$ cat src/rtl/izh_syn_pkg.sv
// izh_syn_pkg: shared types, widths and saturating arithmetic for the synapse receiver
package izh_syn_pkg;
   localparam int I_W = 5;
   typedef enum logic [1:0] {IDLE, ACTIVE, HOLD} syn_state_e;
   function automatic int unsigned sat_add(input int unsigned a, input int unsigned b,
                                           input int unsigned max);
      return (a + b > max) ? max : a + b;
   endfunction
   function automatic int unsigned sat_sub(input int unsigned a, input int unsigned b);
      return (a > b) ? a - b : 0;
   endfunction
endpackage

$ cat src/rtl/syn_rate_window.sv
// syn_rate_window: counts spike events over fixed windows of enabled cycles
//   clk, rst (async, active-high), enable (0 freezes), ev (one-cycle event)
//   rate_count: events in last completed window (saturating)
//   rate_valid: one-cycle pulse coinciding with each rate_count update
module syn_rate_window
   import izh_syn_pkg::*;
#(
   parameter int WIN_LEN = 1024,
   parameter int CNT_W   = 10
) (
   input  logic             clk,
   input  logic             rst,
   input  logic             enable,
   input  logic             ev,
   output logic [CNT_W-1:0] rate_count,
   output logic             rate_valid
);
   localparam int WW = $clog2(WIN_LEN);
   localparam int unsigned CNT_MAX = 2**CNT_W - 1;
   logic [WW-1:0]    win_q, win_d;
   logic [CNT_W-1:0] cnt_q, cnt_d, cnt_inc, rc_q, rc_d;
   logic             rv_q, rv_d, last;
   always_comb begin
      last    = enable && win_q == WW'(WIN_LEN - 1);
      cnt_inc = CNT_W'(sat_add(32'(cnt_q), 32'(ev), CNT_MAX));
      win_d   = !enable ? win_q : last ? '0 : win_q + WW'(1);
      // the event landing on the final cycle still belongs to the closing window
      cnt_d   = !enable ? cnt_q : last ? '0 : cnt_inc;
      rc_d    = last ? cnt_inc : rc_q;
      rv_d    = last;
   end
   always_ff @(posedge clk or posedge rst)
      if (rst) begin
         win_q <= '0;
         cnt_q <= '0;
         rc_q  <= '0;
         rv_q  <= 1'b0;
      end else begin
         win_q <= win_d;
         cnt_q <= cnt_d;
         rc_q  <= rc_d;
         rv_q  <= rv_d;
      end
   assign rate_count = rc_q;
   assign rate_valid = rv_q;
endmodule

$ cat src/rtl/izh_synapse_rx.sv
// izh_synapse_rx: turns upstream spikes into a decaying weighted current for a neuron
//   clk, rst (async, active-high), enable (0 = hold all state)
//   spike_in (level), weight (5b, sampled on event), inhibit (1 = subtract)
//   I_out: top 5 bits of accumulator; syn_active: accumulator nonzero
//   rate_count / rate_valid: per-window event count and its update strobe
module izh_synapse_rx
   import izh_syn_pkg::*;
#(
   parameter int ACC_W       = 8,
   parameter int DECAY_DIV   = 16,
   parameter int DECAY_SHIFT = 3,
   parameter int WIN_LEN     = 1024,
   parameter int CNT_W       = 10
) (
   input  logic             clk,
   input  logic             rst,
   input  logic             enable,
   input  logic             spike_in,
   input  logic [I_W-1:0]   weight,
   input  logic             inhibit,
   output logic [I_W-1:0]   I_out,
   output logic             syn_active,
   output logic [CNT_W-1:0] rate_count,
   output logic             rate_valid
);
   localparam int PW = $clog2(DECAY_DIV);
   localparam int unsigned ACC_MAX = 2**ACC_W - 1;
   syn_state_e       state_q, state_d;
   logic [PW-1:0]    presc_q, presc_d;
   logic [ACC_W-1:0] acc_q, acc_d, ws, dec, base, shr;
   logic             spk_q, spk_d, ev, run, tick;
   always_comb begin
      spk_d   = spike_in;
      ev      = spike_in & ~spk_q & enable;
      // state_q is ACTIVE only after a full enabled cycle with nonzero acc
      run     = enable && state_q == ACTIVE;
      tick    = run && presc_q == PW'(DECAY_DIV - 1);
      ws      = ACC_W'(weight) << (ACC_W - I_W);
      shr     = acc_q >> DECAY_SHIFT;
      dec     = !tick ? '0 : shr == '0 ? ACC_W'(1) : shr;
      base    = acc_q - dec;
      acc_d   = !enable ? acc_q : !ev ? base :
                inhibit ? ACC_W'(sat_sub(32'(base), 32'(ws))) :
                          ACC_W'(sat_add(32'(base), 32'(ws), ACC_MAX));
      presc_d = !enable ? presc_q : acc_d == '0 ? '0 : !run ? presc_q :
                tick ? '0 : presc_q + PW'(1);
      state_d = !enable ? HOLD : acc_d != '0 ? ACTIVE : IDLE;
   end
   always_ff @(posedge clk or posedge rst)
      if (rst) begin
         state_q <= IDLE;
         presc_q <= '0;
         acc_q   <= '0;
         spk_q   <= 1'b0;
      end else begin
         state_q <= state_d;
         presc_q <= presc_d;
         acc_q   <= acc_d;
         spk_q   <= spk_d;
      end
   assign I_out      = acc_q[ACC_W-1 -: I_W];
   assign syn_active = acc_q != '0;
   syn_rate_window #(.WIN_LEN(WIN_LEN), .CNT_W(CNT_W)) u_rate (
      .clk        (clk),
      .rst        (rst),
      .enable     (enable),
      .ev         (ev),
      .rate_count (rate_count),
      .rate_valid (rate_valid)
   );
endmodule
$ cat config.mk
export PLATFORM = sky130hd
export DESIGN_NAME = izh_synapse_rx
export DESIGN_NICKNAME = d
export VERILOG_FILES = /design/src/rtl/izh_syn_pkg.sv /design/src/rtl/syn_rate_window.sv /design/src/rtl/izh_synapse_rx.sv
export SDC_FILE = /design/constraint.sdc
export NUM_CORES = 1
export LEC_CHECK = 0
export BUFFER_PORTS_ARGS = -buffer_cell sky130_fd_sc_hd__clkbuf_2
export CORE_MARGIN = 10
export CORE_UTILIZATION = 65
export CTS_CLUSTER_SIZE = 20
export DETAILED_ROUTE_END_ITERATION = 12
export PLACE_DENSITY = 0.86
export SYNTH_ARGS = -nofsm -noshare
export SYNTH_HDL_FRONTEND = slang
export SYNTH_HIERARCHICAL = 1
export SYNTH_SLANG_ARGS = --single-unit
$ cat constraint.sdc
create_clock -name clk -period 11.6 [get_ports clk]
set_clock_uncertainty 0.15 [all_clocks]
set_input_delay 1.16 -clock clk [delete_from_list [all_inputs] [get_ports clk]]
set_output_delay 1.16 -clock clk [all_outputs]
set_load 0.02 [all_outputs]
==> Word level (Yosys, flattened, before mapping) <==
Index checks and enable logic that the tools add are counted.
{ "word_totals": {"reg_bits": 46, "in_bits": 10, "output_inout_bits": 17} }
{ "op_classes": {"addsub": 6, "order_cmp": 3, "n_eq_ne": 3, "n_mux": 15, "bitwise": 3, "n_reduce_logical": 9} }
{ "ops": {"columns": ["op", "n"], "rows": [
  ["$mux 8", 5],
  ["$mux 10", 3],
  ["$logic_not 8->1", 2],
  ["$reduce_bool 8->1", 2],
  ["$mux 4", 3],
  ["$add 10x1->11", 1],
  ["$gt 11x10->1 const B", 1],
  ["$add 10x1->10 const B", 1],
  ["$eq 10x10->1 const B", 1],
  ["$mux 5", 2],
  ["$add 8x8->9", 1],
  ["$gt 9x8->1 const B", 1],
  ["$gt 8x8->1", 1],
  ["$sub 8x5->8", 1],
  ["$sub 8x8->8", 1],
  ["$add 4x1->4 const B", 1],
  ["$eq 4x4->1 const B", 1],
  ["$logic_and 1x1->1", 3],
  ["$and 1x1->1", 2],
  ["$eq 2x1->1 const B", 1],
  ["$mux 2", 1],
  ["$reduce_and 2->1", 1],
  ["$reduce_bool 2->1", 1],
  ["$mux 1", 1],
  ["$not 1->1", 1]
]} }

==> Depth between registers and ports, before layout <==
Gate-level depths: netlist of run 1.
{ "logic_depth": {"word_depth": 14, "depth_mapped": 21, "mapped_depth_nobuf": 21} }

==> Cells and area by module <==
Netlist of run 1, hierarchy kept.
{ "by_module_without_submodules": {"columns": ["module", "instances", "cells_each", "area_per_inst_um2", "seq_area_each_um2"], "rows": [
  ["izh_synapse_rx", 1, 191, 1681.6, 375.4],
  ["syn_rate_window", 1, 160, 1602.8, 775.7]
]} }

==> Least setup slack after synthesis of run 1 <==
Ideal clock, no wire load.
{ "synth_path": {"path_type": "input to register", "from": "input enable", "to": "register presc_q[0]", "setup_time_ns": 0.136, "arrival_ns": 5.303, "t_required_ns": 11.314, "slack_ns": 6.012, "stages": 20, "path_cell_list": "buf_6 -> and2_2 -> nand2_1 -> nor2_1 -> o21a_1 -> ha_1 -> inv_1 -> fa_1 -> a211oi_1 -> o21ai_0 -> xnor2_1 -> ha_1 -> and3b_1 -> nand4_1 -> o21ai_1 -> nand3_1 -> a311o_2 -> or4b_4 -> nor4_4 -> o32ai_1"} }
{ "synth_via": {"elab_chain_cells": 13, "elab_cells_between_ends": 20, "cone_classes": "3 x add/sub; 2 x order compare; 9 x mux; 1 x bitwise; 5 x reduce/logical"} }
{ "synth_lines": {"columns": ["item", "line_no", "source"], "rows": [
  ["start, declared", "izh_synapse_rx.sv:17", "input logic enable,"],
  ["$logic_and 1x1->1", "izh_synapse_rx.sv:36", "run = enable && state_q == ACTIVE;"],
  ["$logic_and 1x1->1", "izh_synapse_rx.sv:37", "tick = run && presc_q == PW'(DECAY_DIV - 1);"],
  ["$mux 5", "izh_synapse_rx.sv:40", "dec = !tick ? '0 : shr == '0 ? ACC_W'(1) : shr;"],
  ["$sub 8x5->8", "izh_synapse_rx.sv:41", "base = acc_q - dec;"],
  ["$add 8x8->9", "izh_syn_pkg.sv:7", "return (a + b > max) ? max : a + b;"],
  ["$gt 9x8->1", "izh_syn_pkg.sv:7", null],
  ["$mux 8", "izh_syn_pkg.sv:7", null],
  ["$mux 8", "izh_synapse_rx.sv:43", "inhibit ? ACC_W'(sat_sub(32'(base), 32'(ws))) :"],
  ["$mux 8", "izh_synapse_rx.sv:42", "acc_d = !enable ? acc_q : !ev ? base :"],
  ["$mux 8 *", "izh_synapse_rx.sv:42", null],
  ["net acc_d[1]", "izh_synapse_rx.sv:30", "logic [ACC_W-1:0] acc_q, acc_d, ws, dec, base, shr;"],
  ["$logic_not 8->1 *", "izh_synapse_rx.sv:45", "presc_d = !enable ? presc_q : acc_d == '0 ? '0 : !run ? presc_q :"],
  ["$reduce_bool 2->1 (no source line)", null, null],
  ["$reduce_and 2->1 (no source line)", null, null],
  ["end signal, assigned", "izh_synapse_rx.sv:57", "presc_q <= presc_d;"],
  ["end, declared", "izh_synapse_rx.sv:29", "logic [PW-1:0] presc_q, presc_d;"]
]} }
The timed path passes the listed nets; every way through them passes the cells marked *. The select of a mux whose other input is x is not followed.
A chain may end at the register's enable or synchronous reset.

==> Worst setup path after layout of run 1 <==
Ends and elaborated chain as after synthesis.

==> results.yml, run 1 <==
sta:
  timing.slew.headroom: 0.5968
  finalSetupViolations: 0
  finalWorstPathRequiredPeriod_ps: 6142
  worstMarginPinSlew_ps: 604.1
  final-hold-violation-count: 0
  rsz0062_at_grt: "no"
  max_clock_freq_mhz: 162.8
  final-max-slew-violation-count: 0
  final.setup.tns_ps: 0
  final_min_period_over_clock_period: 0.5295
synth:
  avgSynthCellArea_um2: 9.357
  postSynthRegisterBits: 46
  ys_warn_count: 6
  syn_nets: 385
  ys.flop_type: "dfrtp_1"
  synthesis.instances: 351
  synth_sequential_area_ratio: 0.3505
  synth_area_mm2: 0.003284
  async_reset_ff_frac: 1.000
  synth_enable_flop_cells: 0
  post_synth_num_cell_types: 77
setup_path:
  timing.critical_path.cells: "clkbuf_2 > buf_4 > and2_2 > nand2_1 > nor2_1 > o21a_1 > ha_1 > inv_1 > fa_1 > a211oi_1 > o21ai_0 > xnor2_1 > ha_1 > and3b_1 > nand4_1 > o21ai_1 > nand3_1 > a311o_2 > or4b_4 > o31ai_2 > o32ai_1"
  cp.required_ps: 11630
  start_kind: "input pin"
  critPathKind: "in2reg"
  critical_path.slowest_cell: "or4b_4"
  worst_path_dominant_cell_family: "simple AND/OR/NAND/NOR gates"
  critical_path.n_buffers_inverters: 3
  timing.critical_path.fanout_max: 36
  critPathArrivalTime_ps: 6170
  kind_of_capture_point_of_the_worst_setup_path: "flip-flop"
  worst_path_largest_cell_delay_ps: 530
  crit_path_frequent_cell: "ha_1"
layout:
  mostFrequentLayoutCell: "dfrtp_1"
  regArea_mm2: 0.001151
  fill_cells: 363
  area_overhead_vs_synth_pct: 6.743
  multi_input_comb_area_mm2: 0.001922
  layout.nets: 404
  final_layout_size_suffix_gt1_frac: 0.1941
  antenna-diode-count: 0
  layout_common_cells: "dfrtp_1 (46), nor2_1 (30), nand2_1 (29)"
clock_tree:
  number_of_cts_inserted_buffers: 5
  cts_post_setup_buffers_inserted: 0
  cts_hold_buffers: 0
  cts-root-to-sink-buffers: 2
  clk_sink_count: 46
  insertion_delay_ps: 300
  cts_max_level: 2
  tritoncts: "built"
  cts-resized-gates: 0
  clockRootBuffer: "clkbuf_8"
  clk_pin_slew_worst_paths_ps: 90
power_and_ir_drop:
  design_power_total_w: 0.0007727
  max_ir_drop_vdd_v: 0.0001333
  pwr_density_cell_mw_per_mm2: 220.4
  leakagePower_nw: 1.616
global_routing:
  grt_pass1_wl_um: 11980
  groute.layer.met1.usage: 0.2028
  grtUsageMet2: 0.2924
  first_global_vias: 2652
  globalRouteMet3Util: 0.03704
  global_route.overflow_total: 0
  top_usage_layer: "met2"
  grt_antenna_before_repair: 0
  total_routing_resource_utilization_after_global_routing: 0.1673
  grt_start_max_net_pins: 37
place:
  buffer_ports.inserted: 26
  globalplace.congestion: 0.9457
  hpwl_um: 5238
drt:
  wl_um: 6846
  drt_drc_violations_left: 0
  detail_route.vias_per_cell: 6.055
  num_vias: 2652
  routed_wire_length_per_instance_um: 15.63
  detail-route-antenna-nets: 0
  drt_pre_antenna_iters: 4
  first_iter_violations: 201
floorplan:
  area_of_the_die_mm2: 0.008296
  boundaryPins: 27
  floorplan.initialDensity: 0.6818
  std_cell_rows: 25
  dieWidth_um: 91.09
  area_of_the_core_mm2: 0.004817
  dieHeight_um: 91.09
job:
  max_cap_viols: 0
min_path:
  hold_path_class: "reg2reg"
outcome:
  outcome: "finished, final reports clean"
[kinds of logic after synthesis]
kind of cell	Yosys count	synth area share
AO/OA/AOI/OAI	81	0.1912
XOR/XNOR	21	0.05600
adder cells (fa/ha/maj)	24	0.09829
buffers and inverters	44	0.06705
flip-flops	46	0.3505
multiplexers	5	0.01676
AND/OR/NAND/NOR	130	0.2202
[sequential cells by signal, summed over array words and instances, names as in the netlist]
signal / cells
acc_q: 8
u_rate/cnt_q: 10
state_q: 2
u_rate/win_q: 10
spk_q: 1
u_rate/rate_valid: 1
presc_q: 4
u_rate/rate_count: 10
[area by class of cell]
| class | count | share of cell area |
|---|---|---|
| clock buffer | 7 | 0.02463 |
| clock inverter | 1 | 0.002498 |
| inverter | 27 | 0.02891 |
| multi-input combinational | 261 | 0.5482 |
| sequential | 46 | 0.3283 |
| tap | 67 | 0.02391 |
| timing repair buffer | 29 | 0.04354 |
[final timing paths]
| check | start | end | slack, ps | cells past startpoint |
|---|---|---|---|---|
| setup / recovery | enable | presc_q[0] | 5460 | 21 |
| max in group asynchronous | rst | acc_q[2] | 10150 | 2 |
| min in group asynchronous | rst | u_rate/rate_count[8] | 530 | 2 |
| hold / removal | u_rate/win_q[8] | u_rate/win_q[8] | 330 | 1 |
| hold reg to reg | u_rate/win_q[8] | u_rate/win_q[8] | 330 | 1 |
| setup reg to reg | state_q[1] | presc_q[0] | 6100 | 20 |
[cells in the mapped netlist (3+ instances only)]
cell type | number | area (µm²)
o21a_1 | 3 | 22.52
nand2_1 | 29 | 108.9
fa_1 | 3 | 60.06
xor2_1 | 8 | 70.07
a21oi_1 | 17 | 85.08
nor2_1 | 30 | 112.6
ha_1 | 21 | 262.8
o21ai_0 | 10 | 50.05
buf_2 | 4 | 20.02
buf_4 | 7 | 52.55
nand2b_1 | 4 | 25.02
nor3_1 | 11 | 55.05
mux2_2 | 4 | 45.04
o211ai_1 | 4 | 30.03
o22ai_1 | 6 | 37.54
o21ai_1 | 3 | 15.01
nand3_1 | 9 | 45.04
nor4_1 | 3 | 18.77
inv_1 | 25 | 93.84
and3_1 | 5 | 31.28
a21oi_2 | 5 | 43.79
buf_6 | 3 | 33.78
dfrtp_1 | 46 | 1151
nor2b_1 | 7 | 43.79
a31oi_1 | 3 | 18.77
nand4_1 | 4 | 25.02
xnor2_1 | 13 | 113.9
[metrics by stage]
step / setup slack [ps] / instance area (µm²) / util / hold slack (ps) / std cells
6_report: 5458 / 3506 / 0.7278 / 331.9 / 438
5_1_grt: 4995 / 3506 / 0.7278 / 352.1 / 438
4_1_cts: 5510 / 3506 / 0.7278 / 332.3 / 438
3_5_place_dp: 5225 / 3411 / 0.7081 / 316.3 / 430
3_3_place_gp: 5328 / 3411 / 0.7081 / 304.5 / 430
2_1_floorplan: 6012 / 3284 / - / 292.3 / 351
[routing by layer]
layer / up-vias / routed length (µm)
met5: - / 0
met4: 0 / 56
met3: 6 / 379
met2: 70 / 3407
met1: 1291 / 3002
li1: 1285 / -
[report_power, final]
| part | switching (W) | internal, W | leakage [nW] | total [W] |
|---|---|---|---|---|
| clock network | 0.0000550 | 0.0000493 | 0.0489 | 0.000104 |
| logic | 0.000246 | 0.000181 | 0.981 | 0.000426 |
| registers | 0.0000478 | 0.000194 | 0.586 | 0.000242 |
| total | 0.000349 | 0.000424 | 1.62 | 0.000773 |
Power figures use the tool's default switching activity.
==> run 2: changes to the inputs <==
--- a/config.mk
+++ b/config.mk
@@ -7,10 +7,10 @@
 export LEC_CHECK = 0
 export BUFFER_PORTS_ARGS = -buffer_cell sky130_fd_sc_hd__clkbuf_2
 export CORE_MARGIN = 10
-export CORE_UTILIZATION = 65
+export CORE_UTILIZATION = 55
 export CTS_CLUSTER_SIZE = 20
 export DETAILED_ROUTE_END_ITERATION = 12
-export PLACE_DENSITY = 0.86
+export PLACE_DENSITY = 0.77
 export SYNTH_ARGS = -nofsm -noshare
 export SYNTH_HDL_FRONTEND = slang
 export SYNTH_HIERARCHICAL = 1
==> constraint.sdc (replaced) <==
create_clock -name clk -period 5.3 [get_ports clk]
set_clock_uncertainty 0.15 [all_clocks]
set_input_delay 0.53 -clock clk [delete_from_list [all_inputs] [get_ports clk]]
set_output_delay 0.53 -clock clk [all_outputs]
set_load 0.02 [all_outputs]
==> run 2 against run 1 <==
Power rose by 150%. First-iteration DRC count is 3.5% higher. Sequential cell count did not move. Critical path depth unchanged. Hold slack got worse by 230 ps. Register-to-register slack worse by 5900 ps. Count of clock-buffer cells in the layout decreased by 1. Die area up 14%. Cell count is 3.9% higher. Final area up 5.7%. Largest cell class unchanged. Combinational power grew to 2.7 times the previous value.
==> results.yml, run 2 (synthesis results as in run 1) <==
outcome:
  outcome: "finished, final reports clean"
global_routing:
  groute.layer.met1.usage: 0.2011
  grt_pass1_wl_um: 12940
  grtUsageMet2: 0.2675
  first_global_vias: 2695
  grt_start_max_net_pins: 36
  total_routing_resource_utilization_after_global_routing: 0.1581
  globalRouteMet3Util: 0.02845
  grt_antenna_before_repair: 0
  global_route.overflow_total: 0
  top_usage_layer: "met2"
power_and_ir_drop:
  power.internal_w: 0.001070
  p_sw_frac: 0.4420
  power_frac_seq: 0.273
  clock_power_share: 0.137
  leakagePower_nw: 1.706
  netSwitchingPower_w: 0.0008477
  pwr_density_cell_mw_per_mm2: 517.7
  max_ir_drop_vdd_v: 0.0003337
  comb_power_share: 0.590
drt:
  num_vias: 2753
  wl_um: 7844
  first_iter_violations: 208
  detail_route.vias_per_cell: 6.051
  drt_drc_violations_left: 0
  detail-route-antenna-nets: 0
  routed_wire_length_per_instance_um: 17.24
  drt_pre_antenna_iters: 6
layout:
  antenna-diode-count: 0
  layout.nets: 414
  instances_no_fill: 455
  finalInstanceArea_mm2: 0.003705
  layout_common_cells: "dfrtp_1 (46), nand2_1 (29), nor2_1 (29)"
  final_core_utilization: 0.6332
  area_overhead_vs_synth_pct: 12.80
  fill_cells: 477
  final_layout_size_suffix_gt1_frac: 0.2395
  mostFrequentLayoutCell: "dfrtp_1"
setup_path:
  worst_r2r_startpoint: "state_q[1]"
  rrSetupSlack_ps: 210
  cp.required_ps: 5310
  critPathKind: "reg2reg"
  start_kind: "flip-flop"
  timing.critical_path.fanout_max: 5
  startpoint: "state_q[1]"
  ff2ff_path_depth: 21
  cp-endpoint: "presc_q[0]"
  critPathArrivalTime_ps: 5110
  rr_endpoint: "presc_q[0]"
  kind_of_capture_point_of_the_worst_setup_path: "flip-flop"
sta:
  finalWorstPathRequiredPeriod_ps: 5095
  worstMarginPinSlew_ps: 1134
  finalSetupViolations: 0
  post-route-worst-setup-slack_ps: 205.1
  timing.slew.headroom: 0.2384
  max_clock_freq_mhz: 196.3
  final-max-slew-violation-count: 0
  final_min_period_over_clock_period: 0.9613
  final.setup.tns_ps: 0
  final-hold-violation-count: 0
place:
  dp_worst_setup_slack_ps: -184.0
  globalplace.congestion: 0.9753
  placed_cell_area_mm2: 0.003451
  buffer_ports.inserted: 26
  hpwl_um: 5643
  placed_cells: 442
clock_tree:
  tritoncts: "built"
  clockRootBuffer: "clkbuf_8"
  clk_pin_slew_worst_paths_ps: 80
  clk_sink_count: 46
  insertion_delay_ps: 290
  number_of_cts_inserted_buffers: 5
  cts_max_level: 2
  cts-root-to-sink-buffers: 2
  cts_hold_buffers: 0
floorplan:
  area_of_the_die_mm2: 0.009462
  area_of_the_core_mm2: 0.005851
  dieWidth_um: 97.28
  std_cell_rows: 28
  boundaryPins: 27
  floorplan.initialDensity: 0.5614
  dieHeight_um: 97.28
job:
  max_cap_viols: 0
min_path:
  hold_path_class: "in2async"
[run 2: cell count changes in the layout (fill, tap and decap cells not counted), sizes merged]
cell    delta
bufinv     +1
inv        -1
buf       +10
clkbuf     -1
[run 2: routing by layer]
metal / vias up / wire [µm] / share of wire
li1: 1300 / - / -
met1: 1308 / 3319 / 0.42
met3: 24 / 468 / 0.060
met5: - / 0 / 0
met2: 121 / 3895 / 0.50
met4: 0 / 161 / 0.021
[run 2: worst min path at each step]
stage	from	end	slack, ps	cells after the start
2_1_floorplan	rst	acc_q[0]	280	1
3_3_place_gp	u_rate/win_q[8]	u_rate/win_q[8]	310	1
3_5_place_dp	u_rate/win_q[8]	u_rate/win_q[8]	320	1
4_1_cts	rst	u_rate/rate_count[7]	110	2
5_1_grt	rst	u_rate/rate_count[7]	120	2
6_report	rst	u_rate/rate_count[7]	110	2
[run 2: area by class of cell]
| type | count | area, µm² | area share |
|---|---|---|---|
| Clock buffer | 6 | 82.58 | 0.02229 |
| Clock inverter | 1 | 30.03 | 0.008105 |
| Inverter | 27 | 101.3 | 0.02736 |
| Multi-Input combinational cell | 261 | 2018 | 0.5448 |
| Sequential cell | 46 | 1151 | 0.3107 |
| Tap cell | 75 | 93.84 | 0.02533 |
| Timing Repair Buffer | 39 | 227.7 | 0.06147 |
[run 2: per-stage QoR]
step           hold WS, ps  total power [W]
6_report             105.0         0.001918
5_1_grt              121.3         0.002069
4_1_cts              110.0         0.001764
3_5_place_dp         322.6         0.001478
3_3_place_gp         307.6         0.001455
2_1_floorplan        281.5         0.001273
[run 2: repair_timing]
item                                    4_1_cts  5_1_grt
gates resized for setup                       1       15
endpoints found under the setup margin        5        5
buffers inserted                              1        5
pin swaps                                     1        9
[run 2: power groups by stage]
stage	clock network (W)	registers, W	logic (W)
6_report	0.000262	0.000524	0.00113
5_1_grt	0.000287	0.000536	0.00125
4_1_cts	0.000271	0.000517	0.000975
3_5_place_dp	0	0.000524	0.000955
3_3_place_gp	0	0.000520	0.000936
2_1_floorplan	0	0.000491	0.000783
[run 2: critical path, cell delays in order, from the launching register on]
cell       delay [ps]
dfrtp_1           370
nor2b_1           150
and2_2            200
nand2_1           140
nor2_4            180
nand2_1           120
ha_1              280
nor2b_1           140
o311a_2           360
o21ai_0           150
nand2b_1          120
xnor2_2           200
buf_4             160
ha_1              320
nor2_1             90
a221oi_4          340
o221a_4           300
o21ai_1            70
a2bb2oi_1         150
or4b_4            600
o31ai_4           260
o32ai_1           110
==> run 3: changes to the inputs <==
--- a/config.mk
+++ b/config.mk
@@ -10,6 +10,7 @@
 export CORE_UTILIZATION = 55
 export CTS_CLUSTER_SIZE = 20
 export DETAILED_ROUTE_END_ITERATION = 12
+export GPL_TIMING_DRIVEN = 0
 export PLACE_DENSITY = 0.77
 export SYNTH_ARGS = -nofsm -noshare
 export SYNTH_HDL_FRONTEND = slang
==> run 3 against run 2 <==
Cell count increased by 3.1%. Core utilization increased by 1.5 points. Final area increased by 2.4%. Maximum frequency increased by 0.21%. Largest cell class unchanged. Highest routed layer unchanged. Critical endpoint is now presc_q[3]. Die area unchanged. Critical path depth decreased by 2. Sequential cell count unchanged. Power decreased by 2.2%.
==> results.yml, run 3 (synthesis results as in run 1) <==
outcome:
  outcome: "finished, final reports clean"
sta:
  final-max-slew-violation-count: 0
  max_clock_freq_mhz: 196.7
  final-hold-violation-count: 0
  timing.slew.headroom: 0.2411
  rsz0062_at_grt: "no"
  finalSetupViolations: 0
  final_min_period_over_clock_period: 0.9593
  finalWorstPathRequiredPeriod_ps: 5084
  final.setup.tns_ps: 0
  post-route-worst-setup-slack_ps: 215.6
  worstMarginPinSlew_ps: 1137
clock_tree:
  clk_sink_count: 46
  cts-root-to-sink-buffers: 2
  insertion_delay_ps: 300
  clockRootBuffer: "clkbuf_8"
  tritoncts: "built"
  clk_pin_slew_worst_paths_ps: 90
  cts_hold_buffers: 0
  cts_max_level: 2
  number_of_cts_inserted_buffers: 5
layout:
  area_overhead_vs_synth_pct: 15.54
  layout.nets: 427
  layout_common_cells: "dfrtp_1 (46), nor2_1 (29), nand2_1 (27), clkbuf_2 (27), inv_1 (25)"
  antenna-diode-count: 0
  mostFrequentLayoutCell: "dfrtp_1"
  final_layout_size_suffix_gt1_frac: 0.2843
  fill_cells: 476
  finalInstanceArea_mm2: 0.003795
job:
  max_cap_viols: 0
setup_path:
  worst_r2r_startpoint: "acc_q[5]"
  start_kind: "flip-flop"
  worst_path_dominant_cell_family: "compound AO/OA/AOI/OAI gates"
  kind_of_capture_point_of_the_worst_setup_path: "flip-flop"
  timing.critical_path.cells: "clkbuf_2 > nor4_2 > o21a_1 > ha_1 > inv_1 > fa_2 > a211oi_2 > o21ai_0 > xnor2_1 > buf_4 > buf_4 > ha_1 > a21oi_2 > nand2_2 > o311a_2 > a2111o_1 > or4b_4 > nor4_4 > o32ai_2"
  critPathKind: "reg2reg"
  critPathArrivalTime_ps: 5110
  startpoint: "acc_q[5]"
  critical_path.n_buffers_inverters: 4
  timing.critical_path.fanout_max: 10
  cp.required_ps: 5330
  worst_path_largest_cell_delay_ps: 570
  critical_path.slowest_cell: "or4b_4"
drt:
  first_iter_violations: 167
  detail-route-antenna-nets: 0
  drt_drc_violations_left: 0
  routed_wire_length_per_instance_um: 15.67
  detail_route.vias_per_cell: 5.776
  drt_pre_antenna_iters: 4
  num_vias: 2709
  wl_um: 7351
global_routing:
  total_routing_resource_utilization_after_global_routing: 0.1504
  first_global_vias: 2662
  grt_start_max_net_pins: 32
  grt_pass1_wl_um: 12290
  global_route.overflow_total: 0
  grt_antenna_before_repair: 0
min_path:
  hold_path_class: "in2async"
place:
  hpwl_um: 5287
  globalplace.congestion: 0.8129
  dp_worst_setup_slack_ps: -621.5
  placed_cell_area_mm2: 0.003508
  buffer_ports.inserted: 26
floorplan:
  area_of_the_die_mm2: 0.009462
  dieHeight_um: 97.28
  area_of_the_core_mm2: 0.005851
  floorplan.initialDensity: 0.5614
  std_cell_rows: 28
  dieWidth_um: 97.28
  boundaryPins: 27
power_and_ir_drop:
  pwr_density_cell_mw_per_mm2: 494.3
  leakagePower_nw: 1.748
  max_ir_drop_vdd_v: 0.0003032
  design_power_total_w: 0.001876
==> run 3: metal layers <==
metal	routed length, µm	up-vias	track usage	part of all wire
li1	-	1330	-	-
met1	3177	1303	0.1788	0.43
met2	3741	65	0.2675	0.51
met3	331	11	0.02916	0.045
met4	100	0	0.04139	0.014
met5	0	-	0	0
==> run 3: worst register-to-register path: cells and delay by family (launching register included) <==
kind,cells,cell delay [ps]
AO/OA/AOI/OAI,7,1520
XOR/XNOR,1,200
adder cells (fa/ha/maj),3,740
buffers and inverters,4,560
flip-flops,1,400
AND/OR/NAND/NOR,4,1390
==> run 3: path summary, 6_finish.rpt <==
kind,end,slack (ps),cells after the start
hold / removal,state_q[0],120,2
min in group clk,spk_q,220,1
setup / recovery,presc_q[3],220,19
setup reg to reg,presc_q[3],220,19
hold reg to reg,u_rate/win_q[8],340,1
max in group asynchronous,u_rate/rate_valid,3960,2
==> run 3: per-stage QoR <==
stage	std cells	hold slack, ps	utilization
finish	469	124.8	0.6486
global route	469	173.8	0.6486
CTS	461	145.2	0.6223
detailed placement	452	326.0	0.5997
global placement	452	304.9	0.5997
floorplan	351	281.5	-
==> run 3: cell type report <==
type / count / area (µm²) / share of cell area
plain buffers: 17 / 120.1 / 0.03165
repair buffers: 35 / 200.2 / 0.05275
well taps: 75 / 93.84 / 0.02473
flip-flops and latches: 46 / 1151 / 0.3033
clock inverters: 1 / 8.758 / 0.002308
clock buffers: 7 / 96.34 / 0.02539
multi-input cells: 261 / 2023 / 0.5331
inverters: 27 / 101.3 / 0.02671
==> run 3: power breakdown <==
part | switching, W | internal, W | total (W)
clock | 0.000126 | 0.000120 | 0.000245
sequential | 0.0000878 | 0.000425 | 0.000513
combinational | 0.000609 | 0.000509 | 0.00112
==> run 3: timing repair <==
item,CTS,global route
pin swaps,1,9
resized for setup,4,21
setup buffers,1,8
setup endpoints to repair,5,5
